==> src/rtl/lfclk_mon_pkg.sv <==
// Shared types for the low-frequency clock monitor: FSM states and fault codes.
// No logic; no latency or backpressure.
package lfclk_mon_pkg;

    typedef enum logic [2:0] {
        OFF    = 3'd0,
        ACQ    = 3'd1,
        TRACK  = 3'd2,
        LOCKED = 3'd3,
        FAULT  = 3'd4
    } lfclk_state_e;

    localparam logic [1:0] FC_NONE  = 2'b00;
    localparam logic [1:0] FC_RANGE = 2'b01;
    localparam logic [1:0] FC_LOST  = 2'b10;

    // Inclusive window test on an already-widened measurement.
    function automatic logic in_window(input logic [31:0] m,
                                       input logic [31:0] lo,
                                       input logic [31:0] hi);
        return (m >= lo) && (m <= hi);
    endfunction

endpackage

==> src/rtl/lfclk_sync_edge.sv <==
// Two-flop synchroniser plus a third flop for rising-edge detection of an async clock.
// Latency: edge_o is high in the cycle after the 2nd sample of a new high level; no backpressure.
module lfclk_sync_edge (
    input  logic clk,
    input  logic reset_n,
    input  logic async_i,
    output logic edge_o
);

    logic s1_q;
    logic s2_q;
    logic s3_q;

    always_ff @(posedge clk) begin
        if (!reset_n) begin
            s1_q <= 1'b0;
            s2_q <= 1'b0;
            s3_q <= 1'b0;
        end else begin
            s1_q <= async_i;
            s2_q <= s1_q;
            s3_q <= s2_q;
        end
    end

    assign edge_o = s2_q & ~s3_q;

endmodule

==> src/rtl/lfclk_monitor.sv <==
// Measures the slow clock period in clk cycles, tracks lock and raises sticky range/lost faults.
// Latency: all outputs registered, one cycle after the detected edge; no backpressure.
module lfclk_monitor
    import lfclk_mon_pkg::*;
#(
    parameter int CNT_W      = 16,
    parameter int EXP_PERIOD = 488,
    parameter int TOL        = 8,
    parameter int LOCK_CNT   = 4,
    parameter int TIMEOUT    = 1024
) (
    input  logic             clk,
    input  logic             reset_n,
    input  logic             enable,
    input  logic             lfclk_in,
    input  logic             clr_fault,
    output logic             tick,
    output logic [CNT_W-1:0] period,
    output logic             period_vld,
    output logic             locked,
    output logic             fault,
    output logic [1:0]       fault_code
);

    localparam int GOOD_W = $clog2(LOCK_CNT + 1);

    localparam logic [31:0]       WIN_LO    = 32'(EXP_PERIOD - TOL);
    localparam logic [31:0]       WIN_HI    = 32'(EXP_PERIOD + TOL);
    localparam logic [CNT_W-1:0]  CNT_TO    = CNT_W'(TIMEOUT);
    localparam logic [CNT_W-1:0]  CNT_MAX   = {CNT_W{1'b1}};
    localparam logic [GOOD_W-1:0] LOCK_GOOD = GOOD_W'(LOCK_CNT);

    lfclk_state_e      state_q;
    logic [CNT_W-1:0]  cnt_q;
    logic [CNT_W-1:0]  cnt_d;
    logic [GOOD_W-1:0] good_cnt_q;
    logic              tick_q;
    logic [CNT_W-1:0]  period_q;
    logic              period_vld_q;
    logic              locked_q;
    logic              fault_q;
    logic [1:0]        fault_code_q;

    logic              edge_det;
    logic [CNT_W:0]    meas;
    logic              in_win;
    logic              timeout_hit;
    logic [CNT_W-1:0]  cnt_inc;

    lfclk_sync_edge u_sync (
        .clk     (clk),
        .reset_n (reset_n),
        .async_i (lfclk_in),
        .edge_o  (edge_det)
    );

    // The edge cycle itself counts toward the period, hence the +1.
    assign meas        = {1'b0, cnt_q} + (CNT_W + 1)'(1);
    assign in_win      = in_window(32'(meas), WIN_LO, WIN_HI);
    assign timeout_hit = (cnt_q == CNT_TO) && !edge_det;
    assign cnt_inc     = (cnt_q == CNT_MAX) ? cnt_q : cnt_q + CNT_W'(1);

    // Leaving FAULT restarts the count so a frozen lost-clock value cannot re-trip at once.
    always_comb begin
        cnt_d = cnt_q;
        unique case (state_q)
            OFF:     cnt_d = '0;
            FAULT:   cnt_d = clr_fault ? '0 : cnt_q;
            default: cnt_d = edge_det ? '0 : cnt_inc;
        endcase
        if (!enable) begin
            cnt_d = '0;
        end
    end

    always_ff @(posedge clk) begin
        if (!reset_n) begin
            state_q      <= OFF;
            cnt_q        <= '0;
            good_cnt_q   <= '0;
            tick_q       <= 1'b0;
            period_q     <= '0;
            period_vld_q <= 1'b0;
            locked_q     <= 1'b0;
            fault_q      <= 1'b0;
            fault_code_q <= FC_NONE;
        end else begin
            cnt_q        <= cnt_d;
            tick_q       <= edge_det & enable;
            period_vld_q <= 1'b0;
            if (!enable) begin
                state_q      <= OFF;
                good_cnt_q   <= '0;
                period_q     <= '0;
                locked_q     <= 1'b0;
                fault_q      <= 1'b0;
                fault_code_q <= FC_NONE;
            end else begin
                case (state_q)
                    OFF: begin
                        state_q <= ACQ;
                    end
                    ACQ: begin
                        if (edge_det) begin
                            state_q    <= TRACK;
                            good_cnt_q <= '0;
                        end else if (timeout_hit) begin
                            state_q      <= FAULT;
                            fault_q      <= 1'b1;
                            fault_code_q <= FC_LOST;
                        end
                    end
                    TRACK: begin
                        if (edge_det) begin
                            period_q     <= meas[CNT_W-1:0];
                            period_vld_q <= 1'b1;
                            if (!in_win) begin
                                good_cnt_q <= '0;
                            end else if (good_cnt_q == LOCK_GOOD - GOOD_W'(1)) begin
                                good_cnt_q <= LOCK_GOOD;
                                state_q    <= LOCKED;
                                locked_q   <= 1'b1;
                            end else begin
                                good_cnt_q <= good_cnt_q + GOOD_W'(1);
                            end
                        end else if (timeout_hit) begin
                            state_q      <= FAULT;
                            fault_q      <= 1'b1;
                            fault_code_q <= FC_LOST;
                        end
                    end
                    LOCKED: begin
                        if (edge_det) begin
                            period_q     <= meas[CNT_W-1:0];
                            period_vld_q <= 1'b1;
                            if (!in_win) begin
                                state_q      <= FAULT;
                                locked_q     <= 1'b0;
                                fault_q      <= 1'b1;
                                fault_code_q <= FC_RANGE;
                            end
                        end else if (timeout_hit) begin
                            state_q      <= FAULT;
                            locked_q     <= 1'b0;
                            fault_q      <= 1'b1;
                            fault_code_q <= FC_LOST;
                        end
                    end
                    FAULT: begin
                        if (clr_fault) begin
                            state_q      <= ACQ;
                            good_cnt_q   <= '0;
                            fault_q      <= 1'b0;
                            fault_code_q <= FC_NONE;
                        end
                    end
                    default: begin
                        state_q <= OFF;
                    end
                endcase
            end
        end
    end

    assign tick       = tick_q;
    assign period     = period_q;
    assign period_vld = period_vld_q;
    assign locked     = locked_q;
    assign fault      = fault_q;
    assign fault_code = fault_code_q;

endmodule

==> config.mk <==
export PLATFORM = sky130hd
export DESIGN_NAME = lfclk_monitor
export DESIGN_NICKNAME = d
export VERILOG_FILES = /design/src/rtl/lfclk_mon_pkg.sv /design/src/rtl/lfclk_sync_edge.sv /design/src/rtl/lfclk_monitor.sv
export SDC_FILE = /design/constraint.sdc
export NUM_CORES = 1
export LEC_CHECK = 0
export BUFFER_PORTS_ARGS = -buffer_cell sky130_fd_sc_hd__buf_2
export CAP_MARGIN = 20
export CORE_MARGIN = 5
export CORE_UTILIZATION = 52
export DETAILED_ROUTE_END_ITERATION = 7
export MAX_ROUTING_LAYER = met4
export PLACE_DENSITY_LB_ADDON = 0.25
export SETUP_SLACK_MARGIN = 0.02
export SLEW_MARGIN = 40
export SYNTH_ARGS = -nofsm -noshare
export SYNTH_HDL_FRONTEND = slang
export SYNTH_SLANG_ARGS = --single-unit
==> constraint.sdc <==
create_clock -name clk -period 2.6 [get_ports clk]
set_input_delay 0.26 -clock clk [delete_from_list [all_inputs] [get_ports clk]]
set_output_delay 0.26 -clock clk [all_outputs]
set_load 0.005 [all_outputs]
# Yosys cells after proc, flatten, opt, wreduce, memory -nomap -nowiden
# Cells that the tools add are included.
# word_totals
register_bits	47
word_cells	94
# op_classes
addsub	3
magnitude_cmp	2
n_eq_ne	18
n_mux	39
n_bitwise	3
reduce_logical	17
# ops
cell	n
16-bit two-way mux	3
3-bit two-way mux	13
16-bit one-hot mux with 2 select lines	1
16-bit by 1-bit adder with 17-bit output (second input constant)	1
17-bit by 9-bit greater-or-equal comparator with 1-bit output (second input constant)	1
17-bit by 9-bit less-or-equal comparator with 1-bit output (second input constant)	1
16-bit by 1-bit adder with 16-bit output (second input constant)	1
16-bit by 11-bit equality test with 1-bit output (second input constant)	1
16-bit equality test (second input constant)	1
3-bit one-hot mux with 5 select lines	1
1-bit two-way mux	12
2-bit inequality test (second input constant)	6
3-bit inequality test (second input constant)	4
4-bit AND reduction	3
2-bit two-way mux	5
3-bit by 2-bit equality test with 1-bit output (second input constant)	3
3-bit one-hot mux with 3 select lines	1
2-bit one-hot mux with 3 select lines	1
2-bit AND reduction	3
6-bit AND reduction	1
3-bit nonzero test	2
4-bit by 2-bit inequality test with 1-bit output (second input constant)	1
2-bit OR reduction	2
3-bit by 1-bit adder with 3-bit output (second input constant)	1
11 further kinds	13

# Depth between registers and ports, before layout
# Gate-level depths: netlist (run 1).
# logic_depth
ltp_word	7
ltp_mapped	10

# Modules after synthesis
# A second synthesis (run 1) with hierarchy kept.
# unflattened
hier_cells	348
area_unflattened_um2	2677.6
# modules_own_cells
mod	n_inst	cells_per_inst	area_each_um2	seq_area_each_um2
lfclk_monitor	1	341	2585.0	880.8
lfclk_sync_edge	1	7	92.6	60.1

# Worst setup path after synthesis (run 1)
# Ideal clock, no wire load.
# synth_timing
kind	reg-to-reg
from	reg cnt_q[0]
to	reg good_cnt_q[1]
setup_time_ps	87
t_arrival_ps	2640
t_required_ps	2513
path_slack_ps	-127
stages_incl_launch_ff	10
n_path_buf	0
period_less_slack_ps	2727
cell_sequence	dfxtp_1 -> inv_1 -> ha_1 -> or4b_1 -> a21oi_1 -> a311o_1 -> nand4_1 -> or2_1 -> or4_4 -> o31ai_1
# synth_between
elab_chain_cells	6
# synth_rtl
item	line	source
start: declaration	lfclk_monitor.sv:34	logic [CNT_W-1:0] cnt_q;
start signal: assignment	lfclk_monitor.sv:88	cnt_q <= cnt_d;
16-bit by 1-bit adder with 17-bit output (*)	lfclk_monitor.sv:58	assign meas = {1'b0, cnt_q} + (CNT_W + 1)'(1);
17-bit by 9-bit greater-or-equal comparator with 1-bit output or 17-bit by 9-bit less-or-equal comparator with 1-bit output (tied branches)	lfclk_mon_pkg.sv:21	return (m >= lo) && (m <= hi);
1-bit logical AND (*)	lfclk_mon_pkg.sv:21	
3-bit two-way mux (*)	lfclk_monitor.sv:117	if (!in_win) begin
3-bit two-way mux (*)	lfclk_monitor.sv:114	if (edge_det) begin
3-bit one-hot mux with 3 select lines (*)	lfclk_monitor.sv:99	case (state_q)
end signal: assignment	lfclk_monitor.sv:124	good_cnt_q <= good_cnt_q + GOOD_W'(1);
end: declaration	lfclk_monitor.sv:36	logic [GOOD_W-1:0] good_cnt_q;
# Every way passes the cells marked *; elsewhere a longest branch is shown, timed or not. The select of a mux whose other input is x is not followed.
# A chain may end at the register's enable or synchronous reset.

# Worst setup path after layout (run 1)
# Same ends and word-level chain as after synthesis.

==> results of run 1 <==
[layout by cell type (no fill, tap or decap), types with 2 or more instances in the layout]
cell      count
buf_4        32
inv_1         9
nor2_1       36
a31oi_1       4
a21oi_1      29
o31ai_1       3
nand2_1      29
nand2b_1      4
nor2b_1       3
dfxtp_1      45
buf_2        26
a211oi_1      6
xnor2_1       8
nand4_1       3
inv_4         2
nand3_1      11
a22oi_1       3
and2_1        6
o21a_1        3
nor4_1        5
or3_1         6
dfxtp_4       2
or4_4         2
nor3_1        4
o21ai_0      27
nand3b_1      4
clkbuf_8      5
ha_1          2
xor2_1        4
ha_4          2
[worst max-delay path, delay by kind of cell, from the launching register on]
family,cells,cell delay (ps)
AND/OR/NAND/NOR,4,1380
AO/OA/AOI/OAI,3,470
flip-flops,1,380
adder cells (fa/ha/maj),1,230
buffers and inverters,1,40
[power by group]
part           switching, mW  internal, mW
Sequential           0.00460         0.721
Clock                  0.244         0.188
Combinational         0.0386        0.0238
Total                  0.287         0.933
[per-layer routing]
layer | global-route usage | vias up
li1 | - | 1175
met1 | 0.288 | 1067
met2 | 0.313 | 109
met3 | 0.0309 | 11
met4 | 0.0594 | 0
met5 | - | -
[sequential cells by signal, indices dropped and copies added (netlist names)]
signal and count:
locked 1, fault_code 2, period_vld 1, tick 1, cnt_q 16, u_sync.s2_q 1
u_sync.s3_q 1, good_cnt_q 3, period 16, u_sync.s1_q 1, state_q 3, fault 1
[logic make-up after synthesis]
group / count (synthesis) / synth area share
xor+xnor: 12 / 0.0432
mux: 1 / 0.00411
compound gates: 87 / 0.214
buf+inv: 34 / 0.0591
fa+ha+maj: 4 / 0.0206
flops: 47 / 0.386
simple gates: 125 / 0.273
[synthesized netlist by cell type, drive strengths merged, types with 5 or more instances]
cell type	n	area, um2
nor4	5	31.3
dfxtp	47	941
o21ai	29	156
or3	6	37.5
nor2	36	135
and2	6	37.5
a21oi	30	150
nor3	5	25.0
nand3	11	55.1
a211oi	6	45.0
buf	8	45.0
clkbuf	16	61.3
xnor2	8	70.1
nand4	5	52.6
inv	10	37.5
nand2	30	115
[metrics by stage]
stage                     setup WS (ps)   util  instance area (um2)  hold WS, ps  instances
final                              30.4  0.655                 2910          171        404
after global placement             13.5  0.626                 2780          422        394
after detailed placement          -43.6  0.626                 2780          427        394
after floorplan                   -20.5      -                 2470          382        310
after global routing              -99.4  0.655                 2910          171        404
after CTS                          29.9  0.648                 2880          167        403
[repair_timing]
action | 4_1_cts | 5_1_grt
pin swaps | 5 | 2
gates resized for setup | 1 | 6
endpoints found under the setup margin | 4 | 11
setup buffers | 1 | 1
[final cells by class]
type                            count  share of cell area
Sequential cell                    47               0.326
Tap cell                           52              0.0223
Inverter                           10              0.0138
Clock buffer                        5              0.0236
Timing Repair Buffer               58               0.127
Multi-Input combinational cell    229               0.481
Clock inverter                      3             0.00645
[path summary, 6_finish.rpt]
check	to	slack, ps
min reg2reg	u_sync.s2_q$_SDFF_PN0_	440
max	good_cnt_q[1]$_SDFFE_PN0P_	30
min	u_sync.s1_q$_SDFF_PN0_	170
max reg2reg	good_cnt_q[1]$_SDFFE_PN0P_	30
==> flow_summary.yaml, run 1 <==
status:
  run_status: "completed"
pwr:
  pwr_density_cell_nw_per_um2: 419
  p_total_mw: 1.22
  p_leak_nw: 1.08
  peakVddDrop_mv: 0.209
finish:
  register_area_um2: 948
  final_layout_size_suffix_gt1_frac: 0.239
  multi_input_area_um2: 1400
  diodes: 0
  fillers: 395
  final_nets: 360
  area_delta_synth_final_pct: 19.6
timing:
  setup-violations-final: 0
  tightest_slew_ps: 589
  rsz0062_at_grt: "true"
  fmax_mhz: 389
  hold_viol: 0
  slew_headroom: 0.606
  finClkSkew_ps: 4.80
  fin_crit_sh: 0.988
  fin_tns_setup_ps: 0
  min_period_ps: 2570
  maxSlewViolCount: 0
floorplan:
  num_rows: 24
  ios: 27
  chipWidth_um: 78.4
  die_area_um2: 6150
  die_h_um: 78.4
  core_um2: 4440
  initial_core_util: 0.548
drt:
  wirelength_um: 5820
  detail-route-antenna-nets: 0
  highest-signal-layer: "met4"
  wire_per_inst_um: 14.4
  vias: 2362
  drtPass1Iterations: 5
  met2_length_um: 2520
  drt-initial-drc-count: 247
  drc: 0
  vias_per_cell: 5.85
  wl_met3_um: 438
  wl_met1_um: 2760
clock_network:
  clkTransAtPathRegs_ps: 80
  htreeDepth: 2
  cts_buffers: 5
  clock_sinks: 47
  clk_latency_ps: 300
  holdBufCountCts: 0
  clk_path_buf_depth: 2
  cts_root_buf: "clkbuf_8"
  cts_tree: "yes"
critical_path:
  critPathArrivalTime_ps: 2790
  cp_slowest_cell: "or4b_4"
  cpPeakStageDelay_ps: 530
  cp-start-kind: "register"
  crit_fanout: 4
  worstReg2RegStart: "cnt_q[0]$_SDFFE_PN0P_"
  crit_type: "register to register"
  critPathCaptureType: "register"
  r2r_cells: 9
  cp.required_ps: 2820
  worstSetupStartpoint: "cnt_q[0]$_SDFFE_PN0P_"
  path_cells: "inv_4 > ha_4 > or4b_4 > a21oi_2 > a311o_1 > nand4_1 > or2_1 > or4_4 > o31ai_2"
hold_path:
  min_path_cells: 2
  worstHoldStart: "lfclk_in"
  min_path_type: "primary input to register"
yosys:
  async_reset_ff_frac: 0
  synthesis.nets: 319
  yosys_register_bits: 47
  synthFlopType: "dfxtp_1"
  ys_warn_count: 0
  syn_inst: 310
  avgSynthCellArea_um2: 7.85
  synth_seq_area_share: 0.386
  syn_area_um2: 2430
  synth.distinct_cells: 50
  synth_edf_count: 0
global_routing:
  track_usage: 0.207
  first_global_vias: 2108
  grt_max_degree: 33
  overflow: 0
  grt_pass1_wl_um: 10000
  antenna_found_initial: 0
run:
  max-cap-violations: 0
placement:
  dp_hpwl_um: 4360
  gp_congestion: 0.897
  io_buffers: 26
(Power assumes the default switching activity.)
==> run 2: changes to the inputs <==
CORE_UTILIZATION = 34   (was 52)
clock period = 3.3 ns   (was 2.6 ns; I/O delays follow)
==> run 2 against run 1 <==
Cell area is 6.1% lower. Critical path depth is 1 lower. Via count is 5.7% lower. Sequential power is 21% lower. Final cell count is 4.5% higher. Count of clock-buffer cells in the layout is 2 higher. Clock skew is 4.7 ps higher. Critical path type unchanged. Critical endpoint is now good_cnt_q[0]$_SDFFE_PN0P_. Largest power group unchanged.
==> flow_summary.yaml, run 2 (same netlist as run 1, synthesis figures left out) <==
finish:
  final_common_cell: "dfxtp_1"
  final_layout_size_suffix_gt1_frac: 0.147
  fillers: 716
  final_nets: 334
  fin_util: 0.398
  final_cell_mix: "dfxtp_1, nor2_1, a21oi_1"
  area_delta_synth_final_pct: 12.2
  diodes: 0
timing:
  fmax_mhz: 325
  tightest_slew_ps: 645
  rsz0062_at_grt: "false"
  fin_crit_sh: 0.932
  hold_viol: 0
  fin_tns_setup_ps: 0
  slew_headroom: 0.569
  setup-violations-final: 0
  maxSlewViolCount: 0
  layout_setup_ws_ps: 225
  finClkSkew_ps: 9.48
  min_period_ps: 3070
floorplan:
  die_area_um2: 8950
  core_um2: 6870
  die_h_um: 94.6
  ios: 27
  chipWidth_um: 94.6
  initial_core_util: 0.354
  num_rows: 30
critical_path:
  cp_slowest_cell: "or4_1"
  critPathCaptureType: "register"
  critPathArrivalTime_ps: 3280
  crit_buf_inv: 0
  path_cells: "ha_1 > nand4_4 > or4_1 > o21ai_4 > nand4bb_4 > or2_1 > or4_4 > o31ai_1"
  cpPeakStageDelay_ps: 650
  cp-start-kind: "register"
  cp.required_ps: 3510
  crit_fanout: 8
  cpLargestDelayFamily: "simple AND/OR/NAND/NOR gates"
  crit_type: "register to register"
global_routing:
  grt_max_degree: 33
  grt_pass1_wl_um: 9940
  first_global_vias: 1928
  antenna_found_initial: 0
  track_usage: 0.146
  overflow: 0
pwr:
  pwr_density_cell_nw_per_um2: 368
  p_total_mw: 1.01
  p_leak_nw: 0.952
  switchingPower_uw: 231
  power_frac_clock: 0.385
  switching_share: 0.229
  p_int_uw: 776
  peakVddDrop_mv: 0.151
  seq_power_share: 0.570
  p_comb_frac: 0.045
clock_network:
  holdBufCountCts: 0
  clk_path_buf_depth: 2
  clkTransAtPathRegs_ps: 90
  ctsResizeCount: 0
  cts_buffers: 5
  cts_setup_buffers: 0
  cts_tree: "yes"
  clk_latency_ps: 300
  clock_sinks: 47
  cts_root_buf: "clkbuf_8"
  htreeDepth: 2
drt:
  wire_per_inst_um: 14.7
  vias_per_cell: 5.28
  vias: 2228
  wirelength_um: 6210
  detail-route-antenna-nets: 0
  drtPass1Iterations: 5
  drc: 0
  drt-initial-drc-count: 116
status:
  run_status: "completed"
run:
  max-cap-violations: 0
placement:
  dp_hpwl_um: 4480
  gp_congestion: 0.952
  io_buffers: 26
  place_ws_ps: 245
hold_path:
  min_path_type: "primary input to register"
[run 2: changes by cell type in the layout (fill, tap and decap cells not counted), moves of 2 or more]
cell and delta:
inv_4 -2, dfxtp_4 -2, ha_4 -2, ha_1 +2, dfxtp_1 +2, buf_4 -26
clkbuf_8 +2
[run 2: final cells by class]
type	instances	area (um2)	share of cell area
Multi-Input combinational cell	229	1360	0.496
Inverter	10	37.5	0.0137
Tap cell	96	120	0.0440
Timing Repair Buffer	32	175	0.0641
Sequential cell	47	941	0.344
Clock inverter	1	7.51	0.00275
Clock buffer	7	96.3	0.0353
[run 2: final timing paths]
check | startpoint | cells after the start | slack, ps | end
max | cnt_q[0]$_SDFFE_PN0P_ | 8 | 230 | good_cnt_q[0]$_SDFFE_PN0P_
min | lfclk_in | 2 | 240 | u_sync.s1_q$_SDFF_PN0_
max reg2reg | cnt_q[0]$_SDFFE_PN0P_ | 8 | 230 | good_cnt_q[0]$_SDFFE_PN0P_
min reg2reg | u_sync.s1_q$_SDFF_PN0_ | 1 | 440 | u_sync.s2_q$_SDFF_PN0_
[run 2: routing by layer]
metal	vias up	wire length, um	track usage
li1	1117	-	-
met1	1061	2930	0.190
met2	45	2910	0.230
met3	5	296	0.0295
met4	0	64	0.0409
met5	-	0	-
[run 2: through the flow]
stage,cells,cell area [um2],hold WS [ps]
after floorplan,310,2430,412
after global placement,414,2630,418
after detailed placement,414,2630,422
after CTS,422,2730,226
after global routing,422,2730,235
final,422,2730,235
[run 2: power groups by stage]
stage,registers [mW],clock network (mW),logic [mW]
2_1_floorplan,0.584,0,0.0313
3_3_place_gp,0.587,0,0.0460
3_5_place_dp,0.586,0,0.0460
4_1_cts,0.573,0.403,0.0460
5_1_grt,0.574,0.421,0.0515
6_report,0.573,0.388,0.0456
[run 2: worst reg2reg max path: cells and delay by family (launching register included)]
family	cells	cell delay [ps]
adders and majority gates	1	390
and+or+nand+nor	5	1730
DFF	1	410
AOI/OAI and AO/OA	2	460
==> run 3: changes to the inputs <==
ABC_AREA = 1   (was not set)
MAX_ROUTING_LAYER = not set   (was met4)
==> run 3 against run 2 <==
Wire length up 2.0%. Setup slack better by 800 ps. Cell area up 3.3%. First-iteration DRC count up 51%. Largest power group unchanged.
==> flow_summary.yaml, run 3 <==
yosys:
  synth_compound_area_frac: 0.140
  avgSynthCellArea_um2: 6.59
  synth_top_family_by_area: "simple AND/OR/NAND/NOR gates"
  synthesis.nets: 388
  synthFlopType: "dfxtp_1"
  yosys_register_bits: 47
  ys_warn_count: 0
  syn_inst: 379
  synth_edf_count: 0
  synthAdderAreaFrac: 0.0200
  synth-simple-area-share: 0.358
  synth_xor_area_frac: 0.00351
  ys_top_cells_by_area: "dfxtp_1, nand2_1, inv_1, nor2_1, a21oi_1"
  async_reset_ff_frac: 0
  synth.distinct_cells: 29
  synth_seq_area_share: 0.377
  synth_common_cells: "nand2_1, inv_1, nor2_1, dfxtp_1, a21oi_1"
  synth_mux_area_frac: 0
  syn_area_um2: 2500
  yosysTopAreaCell: "dfxtp_1"
  synth_top_area_frac: 0.377
  yosysMostFrequentCell: "nand2_1"
finish:
  area_delta_synth_final_pct: 13.0
  diodes: 0
  fillers: 827
  register_area_um2: 941
  finalInstanceArea_um2: 2820
  final_layout_size_suffix_gt1_frac: 0.155
  fin_cells: 506
  multi_input_area_um2: 1300
  final_cell_mix: "nand2_1, inv_1, nor2_1"
  final_nets: 417
  fin_util: 0.391
  final_common_cell: "nand2_1"
critical_path:
  cp.required_ps: 3470
  path_cells: "ha_1 > nand2_2 > nor2_4 > nand4_1 > o21ai_2 > buf_4 > inv_1 > nand2_1 > inv_1 > nand3_1 > a21oi_1"
  crit_path_frequent_cell: "inv_1"
  r2r_cells: 11
  crit_type: "register to register"
  crit_fanout: 17
  cpPeakStageDelay_ps: 430
  cp-start-kind: "register"
  critPathArrivalTime_ps: 2440
  cp_slowest_cell: "dfxtp_1"
  critPathCaptureType: "register"
timing:
  whs_ps: 208
  hold_viol: 0
  layout_setup_ws_ps: 1030
  fin_crit_sh: 0.688
  slew_headroom: 0.666
  min_period_ps: 2270
  finClkSkew_ps: 7.87
  tightest_slew_ps: 501
  fin_tns_setup_ps: 0
  setup-violations-final: 0
  rsz0062_at_grt: "false"
  maxSlewViolCount: 0
  fmax_mhz: 440
hold_path:
  min_path_cells: 3
  min_path_type: "primary input to register"
drt:
  wl_met3_um: 251
  wire_per_inst_um: 12.5
  wirelength_um: 6330
  drtPass1Iterations: 4
  drt-initial-drc-count: 175
  detail-route-antenna-nets: 0
  vias: 2446
  drc: 0
  wl_met1_um: 3060
  vias_per_cell: 4.83
  highest-signal-layer: "met4"
  met2_length_um: 2870
floorplan:
  ios: 27
  initial_core_util: 0.346
  num_rows: 31
  chipWidth_um: 95.7
  die_h_um: 95.7
  die_area_um2: 9160
  core_um2: 7210
run:
  max-cap-violations: 0
pwr:
  p_total_uw: 944
  pwr_density_cell_nw_per_um2: 335
  peakVddDrop_mv: 0.154
  p_leak_nw: 1.24
clock_network:
  clkTransAtPathRegs_ps: 90
  cts_tree: "yes"
  clk_path_buf_depth: 2
  ctsResizeCount: 0
  cts_buffers: 5
  clock_sinks: 47
  cts_setup_buffers: 0
  htreeDepth: 2
  cts_root_buf: "clkbuf_8"
  clk_latency_ps: 300
  holdBufCountCts: 0
global_routing:
  grt_pass1_wl_um: 10800
  first_global_vias: 2262
  overflow: 0
  grt_max_degree: 36
  track_usage: 0.150
  antenna_found_initial: 0
placement:
  io_buffers: 26
  dp_hpwl_um: 4670
  postPlaceCellArea_um2: 2750
  gp_congestion: 0.911
  dp.cells: 500
  place_ws_ps: 1080
status:
  run_status: "completed"
run 3: logic make-up after synthesis:
logic type / Yosys count
AOI/OAI and AO/OA: 62
xor gates and xnor gates: 1
adders and majority gates: 4
buffers and inverters: 67
DFF: 47
and+or+nand+nor: 198
run 3: cell type report:
| type | instances | area share |
|---|---|---|
| Clock buffer | 5 | 0.0244 |
| Clock inverter | 1 | 0.00266 |
| Inverter | 60 | 0.0798 |
| Multi-Input combinational cell | 265 | 0.462 |
| Sequential cell | 47 | 0.333 |
| Tap cell | 99 | 0.0439 |
| Timing Repair Buffer | 29 | 0.0541 |
run 3: worst paths after layout:
kind / start / to / slack (ps)
setup / recovery: cnt_q[0]$_SDFFE_PN0P_ / cnt_q[15]$_SDFFE_PN0P_ / 1030
hold / removal: lfclk_in / u_sync.s1_q$_SDFF_PN0_ / 210
setup reg to reg: cnt_q[0]$_SDFFE_PN0P_ / cnt_q[15]$_SDFFE_PN0P_ / 1030
hold reg to reg: u_sync.s1_q$_SDFF_PN0_ / u_sync.s2_q$_SDFF_PN0_ / 420
run 3: power by group:
part	internal (mW)	leakage (nW)	switching [mW]
clock	0.141	0.0361	0.191
combinational	0.0111	0.825	0.0288
sequential	0.570	0.379	0.00204
total	0.722	1.24	0.222
run 3: per-layer routing:
layer  vias to the layer above  track usage
met1                      1116        0.200
met5                         -            0
met4                         0       0.0604
met3                        12       0.0281
met2                        54        0.239
li1                       1264            -
run 3: worst max-delay path: cells and delay by family, from the launching register on:
family | cells | cell delay (ps)
AO/OA/AOI/OAI | 2 | 220
buffers and inverters | 3 | 540
adder cells (fa/ha/maj) | 1 | 230
flip-flops | 1 | 430
AND/OR/NAND/NOR | 5 | 710
